## src/rtl/lock_access_sequencer_pkg.sv

```systemverilog
// lock_access_sequencer_pkg
// Shared definitions for the lock access sequencer: FSM state encodings,
// code and failure-counter widths, and a small constant helper.
package lock_access_sequencer_pkg;

  localparam int unsigned CODE_WIDTH = 8;
  localparam int unsigned FAIL_W     = 2;
  localparam int unsigned STATE_W    = 3;

  typedef enum logic [STATE_W-1:0] {
    ST_LOCKED = 3'd0,
    ST_ENTRY  = 3'd1,
    ST_CHECK  = 3'd2,
    ST_OPEN   = 3'd3,
    ST_ALARM  = 3'd4
  } state_e;

  // Larger of two elaboration-time values, used to size the shared timer
  function automatic int unsigned max_u(input int unsigned a, input int unsigned b);
    return (a > b) ? a : b;
  endfunction

endpackage

```

## src/rtl/lock_access_sequencer_timer.sv

```systemverilog
// lock_cycle_timer
// Synchronous up-counter with clear, enable and a terminal-count flag.
// Ports:
//   clk      - clock, rising edge
//   i_clear  - synchronous clear (highest priority)
//   i_en     - count enable
//   i_limit  - terminal-count compare value
//   o_tc_c   - combinational: count == i_limit
module lock_cycle_timer #(
  parameter int unsigned WIDTH = 5
) (
  input  logic             clk,
  input  logic             i_clear,
  input  logic             i_en,
  input  logic [WIDTH-1:0] i_limit,
  output logic             o_tc_c
);

  logic [WIDTH-1:0] r_count;

  // Counter register
  always_ff @(posedge clk) begin
    if (i_clear) begin
      r_count <= '0;
    end else if (i_en) begin
      r_count <= r_count + WIDTH'(1);
    end
  end

  assign o_tc_c = (r_count == i_limit);

endmodule

```

## src/rtl/lock_access_sequencer.sv

```systemverilog
// lock_access_sequencer
// Sequences access to the digital lock: opens a timed entry window when any
// code switch is set, latches the code on enter, compares it with the stored
// code, counts consecutive failures and escalates to a timed alarm/lockout.
// Optional build macro LOCK_ALARM_LATCH_EN: ALARM never expires (left only
// via clear), the timer is frozen in ALARM and LOCKOUT_CYC is unused.
// Ports:
//   clk          - clock, rising edge
//   clear        - synchronous active-high reset
//   sw[7:0]      - code switches
//   enter        - code enter level, sampled in ENTRY
//   relock       - OPEN -> LOCKED
//   code_load    - in OPEN, store sw as new code
//   locked       - lock engaged
//   alarm        - alarm active
//   timeout      - one-cycle pulse on entry-window expiry
//   unlock_pulse - one-cycle pulse on a successful match
//   fail_cnt     - consecutive failure count (saturates at 3)
//   curr_state   - FSM state encoding
module lock_access_sequencer
  import lock_access_sequencer_pkg::*;
#(
  parameter logic [CODE_WIDTH-1:0] CODE_RESET  = 8'hF0,
  parameter int unsigned           TIMEOUT_CYC = 16,
  parameter int unsigned           MAX_FAILS   = 3,
  parameter int unsigned           LOCKOUT_CYC = 32
) (
  input  logic                  clk,
  input  logic                  clear,
  input  logic [CODE_WIDTH-1:0] sw,
  input  logic                  enter,
  input  logic                  relock,
  input  logic                  code_load,
  output logic                  locked,
  output logic                  alarm,
  output logic                  timeout,
  output logic                  unlock_pulse,
  output logic [FAIL_W-1:0]     fail_cnt,
  output logic [STATE_W-1:0]    curr_state
);

  localparam int unsigned TMR_W = $clog2(max_u(TIMEOUT_CYC, LOCKOUT_CYC));

  state_e                r_state,      w_state_nxt;
  logic [CODE_WIDTH-1:0] r_code,       w_code_nxt;
  logic [CODE_WIDTH-1:0] r_entry,      w_entry_nxt;
  logic [FAIL_W-1:0]     r_fail_cnt,   w_fail_nxt;
  logic                  r_locked,     w_locked_nxt;
  logic                  r_alarm,      w_alarm_nxt;
  logic                  r_timeout,    w_timeout_nxt;
  logic                  r_unlock,     w_unlock_nxt;

  logic [FAIL_W-1:0]     w_fail_inc;
  logic                  w_fail_trip;
  logic                  w_tmr_en;
  logic                  w_tmr_clr;
  logic [TMR_W-1:0]      w_tmr_limit;
  logic                  w_tmr_tc;

  // Saturating failure increment and alarm threshold
  assign w_fail_inc  = (r_fail_cnt == FAIL_W'(3)) ? r_fail_cnt : r_fail_cnt + FAIL_W'(1);
  assign w_fail_trip = (w_fail_inc == FAIL_W'(MAX_FAILS));

  // One timer shared by the entry window and the alarm lockout
  lock_cycle_timer #(
    .WIDTH (TMR_W)
  ) u_timer (
    .clk     (clk),
    .i_clear (w_tmr_clr),
    .i_en    (w_tmr_en),
    .i_limit (w_tmr_limit),
    .o_tc_c  (w_tmr_tc)
  );

  // State and output registers
  always_ff @(posedge clk) begin
    if (clear) begin
      r_state    <= ST_LOCKED;
      r_code     <= CODE_RESET;
      r_entry    <= '0;
      r_fail_cnt <= '0;
      r_locked   <= 1'b1;
      r_alarm    <= 1'b0;
      r_timeout  <= 1'b0;
      r_unlock   <= 1'b0;
    end else begin
      r_state    <= w_state_nxt;
      r_code     <= w_code_nxt;
      r_entry    <= w_entry_nxt;
      r_fail_cnt <= w_fail_nxt;
      r_locked   <= w_locked_nxt;
      r_alarm    <= w_alarm_nxt;
      r_timeout  <= w_timeout_nxt;
      r_unlock   <= w_unlock_nxt;
    end
  end

  // Next-state and next-output logic
  always_comb begin
    w_state_nxt   = r_state;
    w_code_nxt    = r_code;
    w_entry_nxt   = r_entry;
    w_fail_nxt    = r_fail_cnt;
    w_timeout_nxt = 1'b0;
    w_unlock_nxt  = 1'b0;
    w_tmr_en      = 1'b0;
    w_tmr_limit   = TMR_W'(TIMEOUT_CYC - 1);

    case (r_state)
      ST_LOCKED: begin
        if (sw != '0) w_state_nxt = ST_ENTRY;
      end
      ST_ENTRY: begin
        w_tmr_en = 1'b1;
        // enter beats a coincident expiry
        if (enter) begin
          w_entry_nxt = sw;
          w_state_nxt = ST_CHECK;
        end else if (w_tmr_tc) begin
          w_timeout_nxt = 1'b1;
          w_fail_nxt    = w_fail_inc;
          w_state_nxt   = w_fail_trip ? ST_ALARM : ST_LOCKED;
        end
      end
      ST_CHECK: begin
        if (r_entry == r_code) begin
          w_state_nxt  = ST_OPEN;
          w_unlock_nxt = 1'b1;
          w_fail_nxt   = '0;
        end else begin
          w_fail_nxt  = w_fail_inc;
          w_state_nxt = w_fail_trip ? ST_ALARM : ST_LOCKED;
        end
      end
      ST_OPEN: begin
        // a load coincident with relock still lands
        if (code_load) w_code_nxt  = sw;
        if (relock)    w_state_nxt = ST_LOCKED;
      end
      ST_ALARM: begin
`ifdef LOCK_ALARM_LATCH_EN
        w_tmr_en = 1'b0;
`else
        w_tmr_en    = 1'b1;
        w_tmr_limit = TMR_W'(LOCKOUT_CYC - 1);
        if (w_tmr_tc) begin
          w_state_nxt = ST_LOCKED;
          w_fail_nxt  = '0;
        end
`endif
      end
      default: begin
        w_state_nxt = ST_LOCKED;
      end
    endcase

    w_locked_nxt = (w_state_nxt != ST_OPEN);
    w_alarm_nxt  = (w_state_nxt == ST_ALARM);
    // Timer restarts on every state change
    w_tmr_clr    = clear || (w_state_nxt != r_state);
  end

  assign locked       = r_locked;
  assign alarm        = r_alarm;
  assign timeout      = r_timeout;
  assign unlock_pulse = r_unlock;
  assign fail_cnt     = r_fail_cnt;
  assign curr_state   = r_state;

endmodule

```

## config.mk

```make
export PLATFORM = sky130hd
export DESIGN_NAME = lock_access_sequencer
export DESIGN_NICKNAME = d
export VERILOG_FILES = /design/src/rtl/lock_access_sequencer_pkg.sv /design/src/rtl/lock_access_sequencer_timer.sv /design/src/rtl/lock_access_sequencer.sv
export SDC_FILE = /design/constraint.sdc
export NUM_CORES = 1
export LEC_CHECK = 0
export CAP_MARGIN = 20
export CORE_MARGIN = 8
export CORE_UTILIZATION = 32
export CTS_CLUSTER_DIAMETER = 150
export DETAILED_ROUTE_END_ITERATION = 8
export PLACE_DENSITY = 0.6
export SLEW_MARGIN = 10
export SYNTH_ARGS = -nofsm -noshare
export SYNTH_HDL_FRONTEND = slang
export SYNTH_HIERARCHICAL = 1
export SYNTH_SLANG_ARGS = --single-unit
```

## constraint.sdc

```tcl
create_clock -name clk -period 3.85 [get_ports clk]
set_input_delay 0.5775 -clock clk [delete_from_list [all_inputs] [get_ports clk]]
set_output_delay 0.5775 -clock clk [all_outputs]
set_load 0.01 [all_outputs]
```

==> results.sh, run 1 <==
export IMPL_fin_crit_sh_pct=70.2
export IMPL_combPwrFrac_pct=11.4
export IMPL_setup_viol=0
export IMPL_crit_path_start="curr_state[2]"
export IMPL_clk_latency_ns=0.29
export IMPL_hold_viol=0
export IMPL_grtUsageMet3_pct=4.49
export IMPL_p_sw_share_pct=22.8
export IMPL_io_pins=22
export IMPL_maxSlewViolCount=0
export IMPL_synthCells=177
export IMPL_hold_ws_ns=0.467
export IMPL_syn_area_per_cell_sq_um=8.36
export IMPL_ys_seq_area_share_pct=40.6
export IMPL_rr_startpoint="curr_state[2]"
export IMPL_layout_commonest_cell="nand2_1"
export IMPL_route_detailed_drc=0
export IMPL_yosysWarnings=6
export IMPL_numCtsBuffers=5
export IMPL_postLayoutCoreUtil_pct=42.3
export IMPL_grt_pass1_wl_um=5820
export IMPL_slew_headroom_pct=51.4
export IMPL_wl_per_cell_um=13.6
export IMPL_holdCritPathClass="register to register"
export IMPL_fp_dieW_um=84.0
export IMPL_root_buffer="clkbuf_8"
export IMPL_cap_violations=0
export IMPL_rsz0062_at_grt="false"
export IMPL_hp_start="r_entry[5]"
export IMPL_gp_congestion=0.787
export IMPL_worstRegToRegCells=9
export IMPL_path_class="register to register"
export IMPL_status="finished clean"
export IMPL_routed_wl_um=3440
export IMPL_dp_hpwl_um=2420
export IMPL_busiest_layer="met2"
export IMPL_track_usage_pct=10.0
export IMPL_ys_dominant_reg_cell="dfxtp_1"
export IMPL_cp_end_kind="register"
export IMPL_tightest_slew_ns=0.723
export IMPL_ys_ff_latch=30
export IMPL_startpoint_type="register"
export IMPL_viasPerCell=5.00
export IMPL_cts_resized_gates=0
export IMPL_critPathMaxFanout=13
export IMPL_first_pass_iters=4
export IMPL_hold_buffers=0
export IMPL_post_route_cell_area_sq_um=1870
export IMPL_cts_setup_buffers=0
export IMPL_cts_tree="done"
export IMPL_p_per_area_nw_per_um2=447
export IMPL_crit_arrival_ns=2.93
export IMPL_vias=1271
export IMPL_nFillCells=448
export IMPL_required_ns=4.08
export IMPL_ir_drop_uv=261
export IMPL_clockBufferDepth=2
export IMPL_initial_core_util_pct=33.5
export IMPL_worst_hold_path_num_cells=2
export IMPL_finalNetCount=215
export IMPL_cts_sinks=30
export IMPL_netSwitchingPower_mw=0.191
export IMPL_grt_overflow_total=0
export IMPL_fp_dieH_um=84.0
export IMPL_rr_endpoint="fail_cnt[0]"
export IMPL_drive_above_1_share_pct=6.44
export IMPL_core_area_sq_um=4410
export IMPL_cp_slowest_cell="nor3_1"
export IMPL_antenna_found_initial=0
export IMPL_fin_crit_ns=2.70
export IMPL_drtIter0Drc=38
export IMPL_io_buffer_count=21
export IMPL_whs_endpoint="r_entry[5]"
export IMPL_placed_area_sq_um=1730
export IMPL_htree_levels=2
export IMPL_placedCellCount=246
export IMPL_final_cell_mix="39 x nand2_1, 30 x dfxtp_1, 21 x clkdlybuf4s50_1"
export IMPL_power_leakage_nw=0.699
export IMPL_netlist_area_sq_um=1480
export IMPL_intPower_mw=0.645
export IMPL_antenna_cells=0
export IMPL_cts_clk_slew_worst_paths_ns=0.07
export IMPL_rrSetupSlack_ns=1.15
export IMPL_clock_skew_ns=0.00473
export IMPL_setup_tns_ns=0
export IMPL_core_rowCount=24
export IMPL_ant_nets=0
export IMPL_slowest_delay_ns=0.62
export IMPL_grt_max_degree=20
export IMPL_use_met1_pct=12.4
export IMPL_first_global_vias=1203
export IMPL_max_freq_mhz=370
export IMPL_synthArstFlopShare_pct=0
export IMPL_ys_types=39
export IMPL_grt_use_met2_pct=14.8
export IMPL_fin_cells=254
export IMPL_synth_edf_count=0
export IMPL_die_area_sq_um=7050
export IMPL_clkPwrFrac_pct=48.1
export IMPL_crit_chain="nand2b_1, nor2_1, xnor2_1, nand3_1, nor3_1, nor4bb_4, a211oi_2, nor4_1, a221o_1"
export IMPL_areaGrowthSynthToFinish_pct=26.3
export IMPL_power_frac_seq_pct=40.5
[stage by stage]
stage | power [mW] | setup WS, ns
global route | 0.866 | 0.934
CTS | 0.844 | 1.19
floorplan | 0.406 | 1.58
detailed placement | 0.441 | 1.22
finish | 0.835 | 1.15
global placement | 0.441 | 1.29
[metal layers]
layer	vias up	routed length [um]
li1	657	-
met1	581	1730
met2	27	1460
met3	6	201
met4	0	49
met5	-	0
[critical path: cells and delay by family, from the launching register on]
| kind | cells | cell delay, ns |
|---|---|---|
| AO/OA/AOI/OAI | 2 | 0.24 |
| AND/OR/NAND/NOR | 6 | 1.69 |
| flip-flops | 1 | 0.59 |
| XOR/XNOR | 1 | 0.13 |
[logic make-up (layout without fill, tap and decap cells)]
kind of cell | count (synthesis) | in the layout | synth area share (%)
and+or+nand+nor | 86 | 86 | 29.5
xor gates and xnor gates | 17 | 17 | 10.1
buffers and inverters | 9 | 31 | 3.47
muxes | 1 | 1 | 0.677
DFF | 30 | 30 | 40.6
adders and majority gates | 1 | 1 | 0.846
AOI/OAI and AO/OA | 32 | 32 | 14.6
other | 1 | 4 | 0.254
[worst max-delay path by stage]
| stage | end | slack (ns) | cells past startpoint |
|---|---|---|---|
| after floorplan | fail_cnt[0] | 1.58 | 9 |
| after global placement | fail_cnt[0] | 1.29 | 8 |
| after detailed placement | fail_cnt[0] | 1.22 | 8 |
| after CTS | fail_cnt[0] | 1.19 | 9 |
| after global routing | fail_cnt[0] | 0.93 | 9 |
| final | fail_cnt[0] | 1.15 | 9 |
[power by group through the flow]
| stage | Sequential [mW] | Combinational, mW | Clock [mW] |
|---|---|---|---|
| after detailed placement | 0.345 | 0.0955 | 0 |
| final | 0.338 | 0.0954 | 0.401 |
| after floorplan | 0.339 | 0.0663 | 0 |
| after CTS | 0.338 | 0.0958 | 0.410 |
| after global routing | 0.340 | 0.106 | 0.419 |
| after global placement | 0.345 | 0.0965 | 0 |
[synth_stat cells, types with 2 or more instances]
master / instances / area [sq um]
nor3b_1: 3 / 22.5
buf_6: 2 / 22.5
a22o_1: 2 / 17.5
o22ai_1: 2 / 12.5
clkbuf_1: 4 / 15.0
nand3b_1: 5 / 37.5
nand2b_1: 4 / 25.0
xnor2_1: 4 / 35.0
nand3_1: 2 / 10.0
buf_2: 2 / 10.0
a21oi_1: 16 / 80.1
nand4_1: 2 / 12.5
dfxtp_1: 30 / 601
o31ai_1: 3 / 22.5
nor4_1: 5 / 31.3
xor2_1: 13 / 114
nand2_1: 39 / 146
o21a_1: 2 / 15.0
nor2_1: 14 / 52.6
nor3_1: 4 / 20.0
[sequential cells by signal, indices dropped and copies added (netlist names)]
| name | flops |
|---|---|
| r_entry | 8 |
| unlock_pulse | 1 |
| r_code | 8 |
| fail_cnt | 2 |
| alarm | 1 |
| timeout | 1 |
| u_timer/r_count | 5 |
| locked | 1 |
| curr_state | 3 |
[area by class of cell]
type                       instances  area (sq um)  share of cell area (%)
multi-input combinational        141           838                    44.9
sequential                        30           601                    32.2
timing repair buffer              22           218                    11.7
clock buffer                       6          82.6                    4.42
tap                               52          65.1                    3.48
clock inverter                     2          60.1                    3.22
inverter                           1          3.75                   0.201
Power figures use the tool's default switching activity.
==> inputs of run 2 (changes only) <==
- PLACE_DENSITY: 0.6 -> 0.62
- clock period: 3.85 -> 2.4 ns (I/O delays scaled with it)
==> run 2 against run 1 <==
Critical path depth did not move. Die area unchanged. Wire length up 0.29%. Critical endpoint is now u_timer/r_count[4]. Non-clock buffer count is 5 higher. Maximum frequency increased by 30%. Core utilization decreased by 0.23 points.
==> results.sh, run 2 (synthesis gave the netlist of run 1 again) <==
export IMPL_hold_ws_ns=0.467
export IMPL_multiInputGateArea_sq_um=838
export IMPL_fin_crit_sh_pct=86.9
export IMPL_cp_top_family="simple AND/OR/NAND/NOR gates"
export IMPL_grt_pass1_wl_um=6060
export IMPL_rrSetupSlack_ns=0.31
export IMPL_p_per_area_nw_per_um2=611
export IMPL_drive_above_1_share_pct=8.70
export IMPL_root_buffer="clkbuf_8"
export IMPL_critPathBufInv=1
export IMPL_required_ns=2.56
export IMPL_ir_drop_uv=227
export IMPL_htree_levels=2
export IMPL_rsz0062_at_grt="false"
export IMPL_fin_crit_ns=2.09
export IMPL_cp_end_kind="register"
export IMPL_rr_startpoint="curr_state[0]"
export IMPL_cts_clk_slew_worst_paths_ns=0.07
export IMPL_maxSlewViolCount=0
export IMPL_nFillCells=466
export IMPL_cap_violations=0
export IMPL_crit_path_start="curr_state[0]"
export IMPL_dp_slack_ns=0.357
export IMPL_postLayoutSetupSlackWorst_ns=0.315
export IMPL_cp_slowest_cell="o221ai_1"
export IMPL_viasPerCell=4.97
export IMPL_core_rowCount=24
export IMPL_startpoint_type="register"
export IMPL_hold_buffers=0
export IMPL_core_area_sq_um=4410
export IMPL_initial_core_util_pct=33.5
export IMPL_io_buffer_count=21
export IMPL_fp_dieW_um=84.0
export IMPL_finalNetCount=220
export IMPL_antenna_found_initial=0
export IMPL_worstRegToRegCells=9
export IMPL_vias=1286
export IMPL_numCtsBuffers=5
export IMPL_whs_endpoint="r_entry[3]"
export IMPL_holdCritPathClass="register to register"
export IMPL_power_total_mw=1.13
export IMPL_slowest_delay_ns=0.42
export IMPL_grt_max_degree=20
export IMPL_antenna_cells=0
export IMPL_setup_viol=0
export IMPL_power_leakage_nw=0.701
export IMPL_wl_per_cell_um=13.3
export IMPL_final_cell_mix="39 x nand2_1, 30 x dfxtp_1, 21 x clkdlybuf4s50_1"
export IMPL_regArea_sq_um=601
export IMPL_first_pass_iters=4
export IMPL_hold_viol=0
export IMPL_cts_tree="done"
export IMPL_first_global_vias=1257
export IMPL_clock_skew_ns=0.00168
export IMPL_routed_wl_um=3450
export IMPL_setup_tns_ns=0
export IMPL_path_class="register to register"
export IMPL_critPathMaxFanout=5
export IMPL_clockBufferDepth=2
export IMPL_hp_start="r_entry[3]"
export IMPL_worst_hold_path_num_cells=2
export IMPL_grt_overflow_total=0
export IMPL_max_freq_mhz=480
export IMPL_status="finished clean"
export IMPL_layout_commonest_cell="nand2_1"
export IMPL_cts_setup_buffers=0
export IMPL_areaGrowthSynthToFinish_pct=25.6
export IMPL_ant_nets=0
export IMPL_clk_latency_ns=0.28
export IMPL_gp_congestion=0.759
export IMPL_rr_endpoint="u_timer/r_count[4]"
export IMPL_cts_sinks=30
export IMPL_io_pins=22
export IMPL_route_detailed_drc=0
export IMPL_fp_dieH_um=84.0
export IMPL_drtIter0Drc=75
export IMPL_largestRegisters="r_code x8, r_entry x8, u_timer/r_count x5"
export IMPL_crit_chain="nand2b_1, nor2_1, xnor2_1, nand3_1, nor3_1, buf_4, nor3_1, o221ai_1, nor2_1"
export IMPL_cts_resized_gates=0
export IMPL_dp_hpwl_um=2460
export IMPL_die_area_sq_um=7050
export IMPL_crit_arrival_ns=2.24
export IMPL_track_usage_pct=10.4
run 2: changes by cell type in the layout (fill, tap and decap cells not counted), sizes merged:
cell / before / now
clkinvlp: 0 / 1
buf: 1 / 6
clkinv: 0 / 1
bufinv: 2 / 0
run 2: how the worst max path moves through the flow:
stage | endpoint | cells after the start
2_1_floorplan | fail_cnt[0] | 9
3_3_place_gp | u_timer/r_count[0] | 9
3_5_place_dp | u_timer/r_count[0] | 9
4_1_cts | u_timer/r_count[4] | 9
5_1_grt | u_timer/r_count[4] | 9
6_report | u_timer/r_count[4] | 9
run 2: layout make-up:
| class | count | share of cell area, % |
|---|---|---|
| multi-input combinational | 141 | 45.1 |
| sequential | 30 | 32.3 |
| timing repair buffer | 27 | 13.7 |
| clock buffer | 6 | 4.44 |
| tap | 52 | 3.50 |
| clock inverter | 2 | 0.673 |
| inverter | 1 | 0.202 |
run 2: metal layers:
layer	global-route usage [%]	share of wire, %	vias to the layer above
met1	12.7	46	588
li1	-	-	666
met5	0	0	-
met3	4.10	5.9	6
met2	15.9	46	26
met4	4.24	1.5	0
run 2: through the flow:
stage,instances,area [sq um],utilization [%]
2_1_floorplan,180,1490,-
3_5_place_dp,251,1760,39.9
3_3_place_gp,251,1760,39.9
4_1_cts,259,1860,42.1
6_report,259,1860,42.1
5_1_grt,259,1860,42.1
run 2: worst reg2reg max path, delay by kind of cell (launching register included):
kind | cells | cell delay [ns]
buf+inv | 1 | 0.20
xor+xnor | 1 | 0.13
compound gates | 1 | 0.42
flops | 1 | 0.31
simple gates | 6 | 0.91
run 2: power by group:
group | switching (mW) | total (mW) | internal, mW | leakage, nW
sequential | 0.0134 | 0.530 | 0.516 | 0.243
combinational | 0.0930 | 0.175 | 0.0821 | 0.411
clock | 0.200 | 0.430 | 0.230 | 0.0472
==> inputs of run 3 (changes only) <==
- REMOVE_ABC_BUFFERS: unset -> 1
==> run 3 against run 2 <==
Sequential power about the same. Flip-flop and latch count unchanged. Count of clock-buffer cells in the layout increased by 1.
==> results.sh, run 3 (synthesis gave the netlist of run 1 again) <==
export IMPL_io_buffer_count=21
export IMPL_dp_hpwl_um=2490
export IMPL_postLayoutSetupSlackWorst_ns=0.284
export IMPL_cts_resized_gates=0
export IMPL_drive_above_1_share_pct=8.21
export IMPL_crit_arrival_ns=2.29
export IMPL_cts_clk_slew_worst_paths_ns=0.07
export IMPL_clk_latency_ns=0.28
export IMPL_power_leakage_nw=0.702
export IMPL_cp_end_kind="register"
export IMPL_slew_headroom_pct=64.6
export IMPL_nFillCells=445
export IMPL_clock_skew_ns=0.00901
export IMPL_required_ns=2.57
export IMPL_maxSlewViolCount=0
export IMPL_grt_overflow_total=0
export IMPL_rsz0062_at_grt="false"
export IMPL_hold_buffers=0
export IMPL_fin_crit_ns=2.12
export IMPL_startpoint_type="register"
export IMPL_cp_slowest_cell="a221o_1"
export IMPL_setup_tns_ns=0
export IMPL_fin_crit_sh_pct=88.2
export IMPL_core_area_sq_um=4410
export IMPL_post_route_cell_area_sq_um=1850
export IMPL_holdCritPathClass="register to register"
export IMPL_slowest_delay_ns=0.34
export IMPL_cts_tree="done"
export IMPL_layout_commonest_cell="nand2_1"
export IMPL_die_area_sq_um=7050
export IMPL_htree_levels=2
export IMPL_path_class="register to register"
export IMPL_finalNetCount=220
export IMPL_antenna_found_initial=0
export IMPL_grt_pass1_wl_um=5800
export IMPL_placed_area_sq_um=1760
export IMPL_postLayoutCoreUtil_pct=42.0
export IMPL_first_pass_iters=4
export IMPL_numCtsBuffers=5
export IMPL_fp_dieH_um=84.0
export IMPL_setup_viol=0
export IMPL_dp_slack_ns=0.322
export IMPL_fp_dieW_um=84.0
export IMPL_largestRegisters="r_code x8, r_entry x8, u_timer/r_count x5"
export IMPL_cts_setup_buffers=0
export IMPL_wl_per_cell_um=13.1
export IMPL_status="finished clean"
export IMPL_vias=1276
export IMPL_io_pins=22
export IMPL_cts_sinks=30
export IMPL_routed_wl_um=3390
export IMPL_areaGrowthSynthToFinish_pct=25.4
export IMPL_clockBufferDepth=2
export IMPL_final_cell_mix="39 x nand2_1, 30 x dfxtp_1, 21 x clkdlybuf4s50_1"
export IMPL_ant_nets=0
export IMPL_critPathMaxFanout=7
export IMPL_critPathBufInv=1
export IMPL_max_freq_mhz=473
export IMPL_viasPerCell=4.93
export IMPL_gp_congestion=0.799
export IMPL_ir_drop_uv=260
export IMPL_cp_top_family="simple AND/OR/NAND/NOR gates"
export IMPL_initial_core_util_pct=33.5
export IMPL_first_global_vias=1285
export IMPL_crit_chain="nand2b_1, nor2_1, xnor2_1, nand3_1, nor3_1, buf_4, nor4bb_4, a211oi_2, a221o_1"
export IMPL_track_usage_pct=10.1
export IMPL_grt_max_degree=18
export IMPL_antenna_cells=0
export IMPL_drtIter0Drc=68
export IMPL_root_buffer="clkbuf_8"
export IMPL_core_rowCount=24
export IMPL_cap_violations=0
export IMPL_hold_viol=0
export IMPL_tightest_slew_ns=0.529
export IMPL_route_detailed_drc=0
export IMPL_p_per_area_nw_per_um2=603
## run 3: changes by cell type in the layout (fill, tap and decap cells not counted)
cell	previous run	this run
clkbuf_1	0	1
clkinvlp_4	1	0
## run 3: area by class of cell
class | instances | area [sq um] | share of cell area, %
Clock inverter | 1 | 5.00 | 0.270
Inverter | 1 | 3.75 | 0.202
Multi-Input combinational cell | 141 | 838 | 45.2
Timing Repair Buffer | 27 | 255 | 13.8
Sequential cell | 30 | 601 | 32.4
Clock buffer | 7 | 86.3 | 4.66
Tap cell | 52 | 65.1 | 3.51
## run 3: where the power goes
group	leakage, nW	switching [mW]	internal [mW]
sequential	0.243	0.0124	0.517
combinational	0.411	0.0930	0.0812
clock	0.0482	0.184	0.231
## run 3: worst min-delay path: cells and delay by family, from the launching register on
family | cells | cell delay (ns)
flops | 1 | 0.31
simple gates | 1 | 0.05
compound gates | 1 | 0.05
## run 3: worst paths after layout
kind | from | endpoint | slack (ns) | cells after the start
setup reg to reg | curr_state[0] | fail_cnt[0] | 0.28 | 9
setup / recovery | curr_state[0] | fail_cnt[0] | 0.28 | 9
hold reg to reg | r_code[2] | r_code[2] | 0.47 | 2
hold / removal | r_code[2] | r_code[2] | 0.47 | 2
## run 3: routing by layer
layer  GRT usage (%)  part of all wire (%)  vias to the layer above
li1                -                     -                      667
met1            11.8                    48                      573
met2            15.6                    45                       28
met3            3.71                   5.8                        8
met4            5.49                   1.9                        0
met5               0                     0                        -
## run 3: metrics by stage
stage	total power [mW]	std cells	hold WS, ns
2_1_floorplan	0.637	172	0.429
3_3_place_gp	0.714	251	0.454
3_5_place_dp	0.714	251	0.460
4_1_cts	1.13	259	0.468
5_1_grt	1.17	259	0.478
6_report	1.12	259	0.466
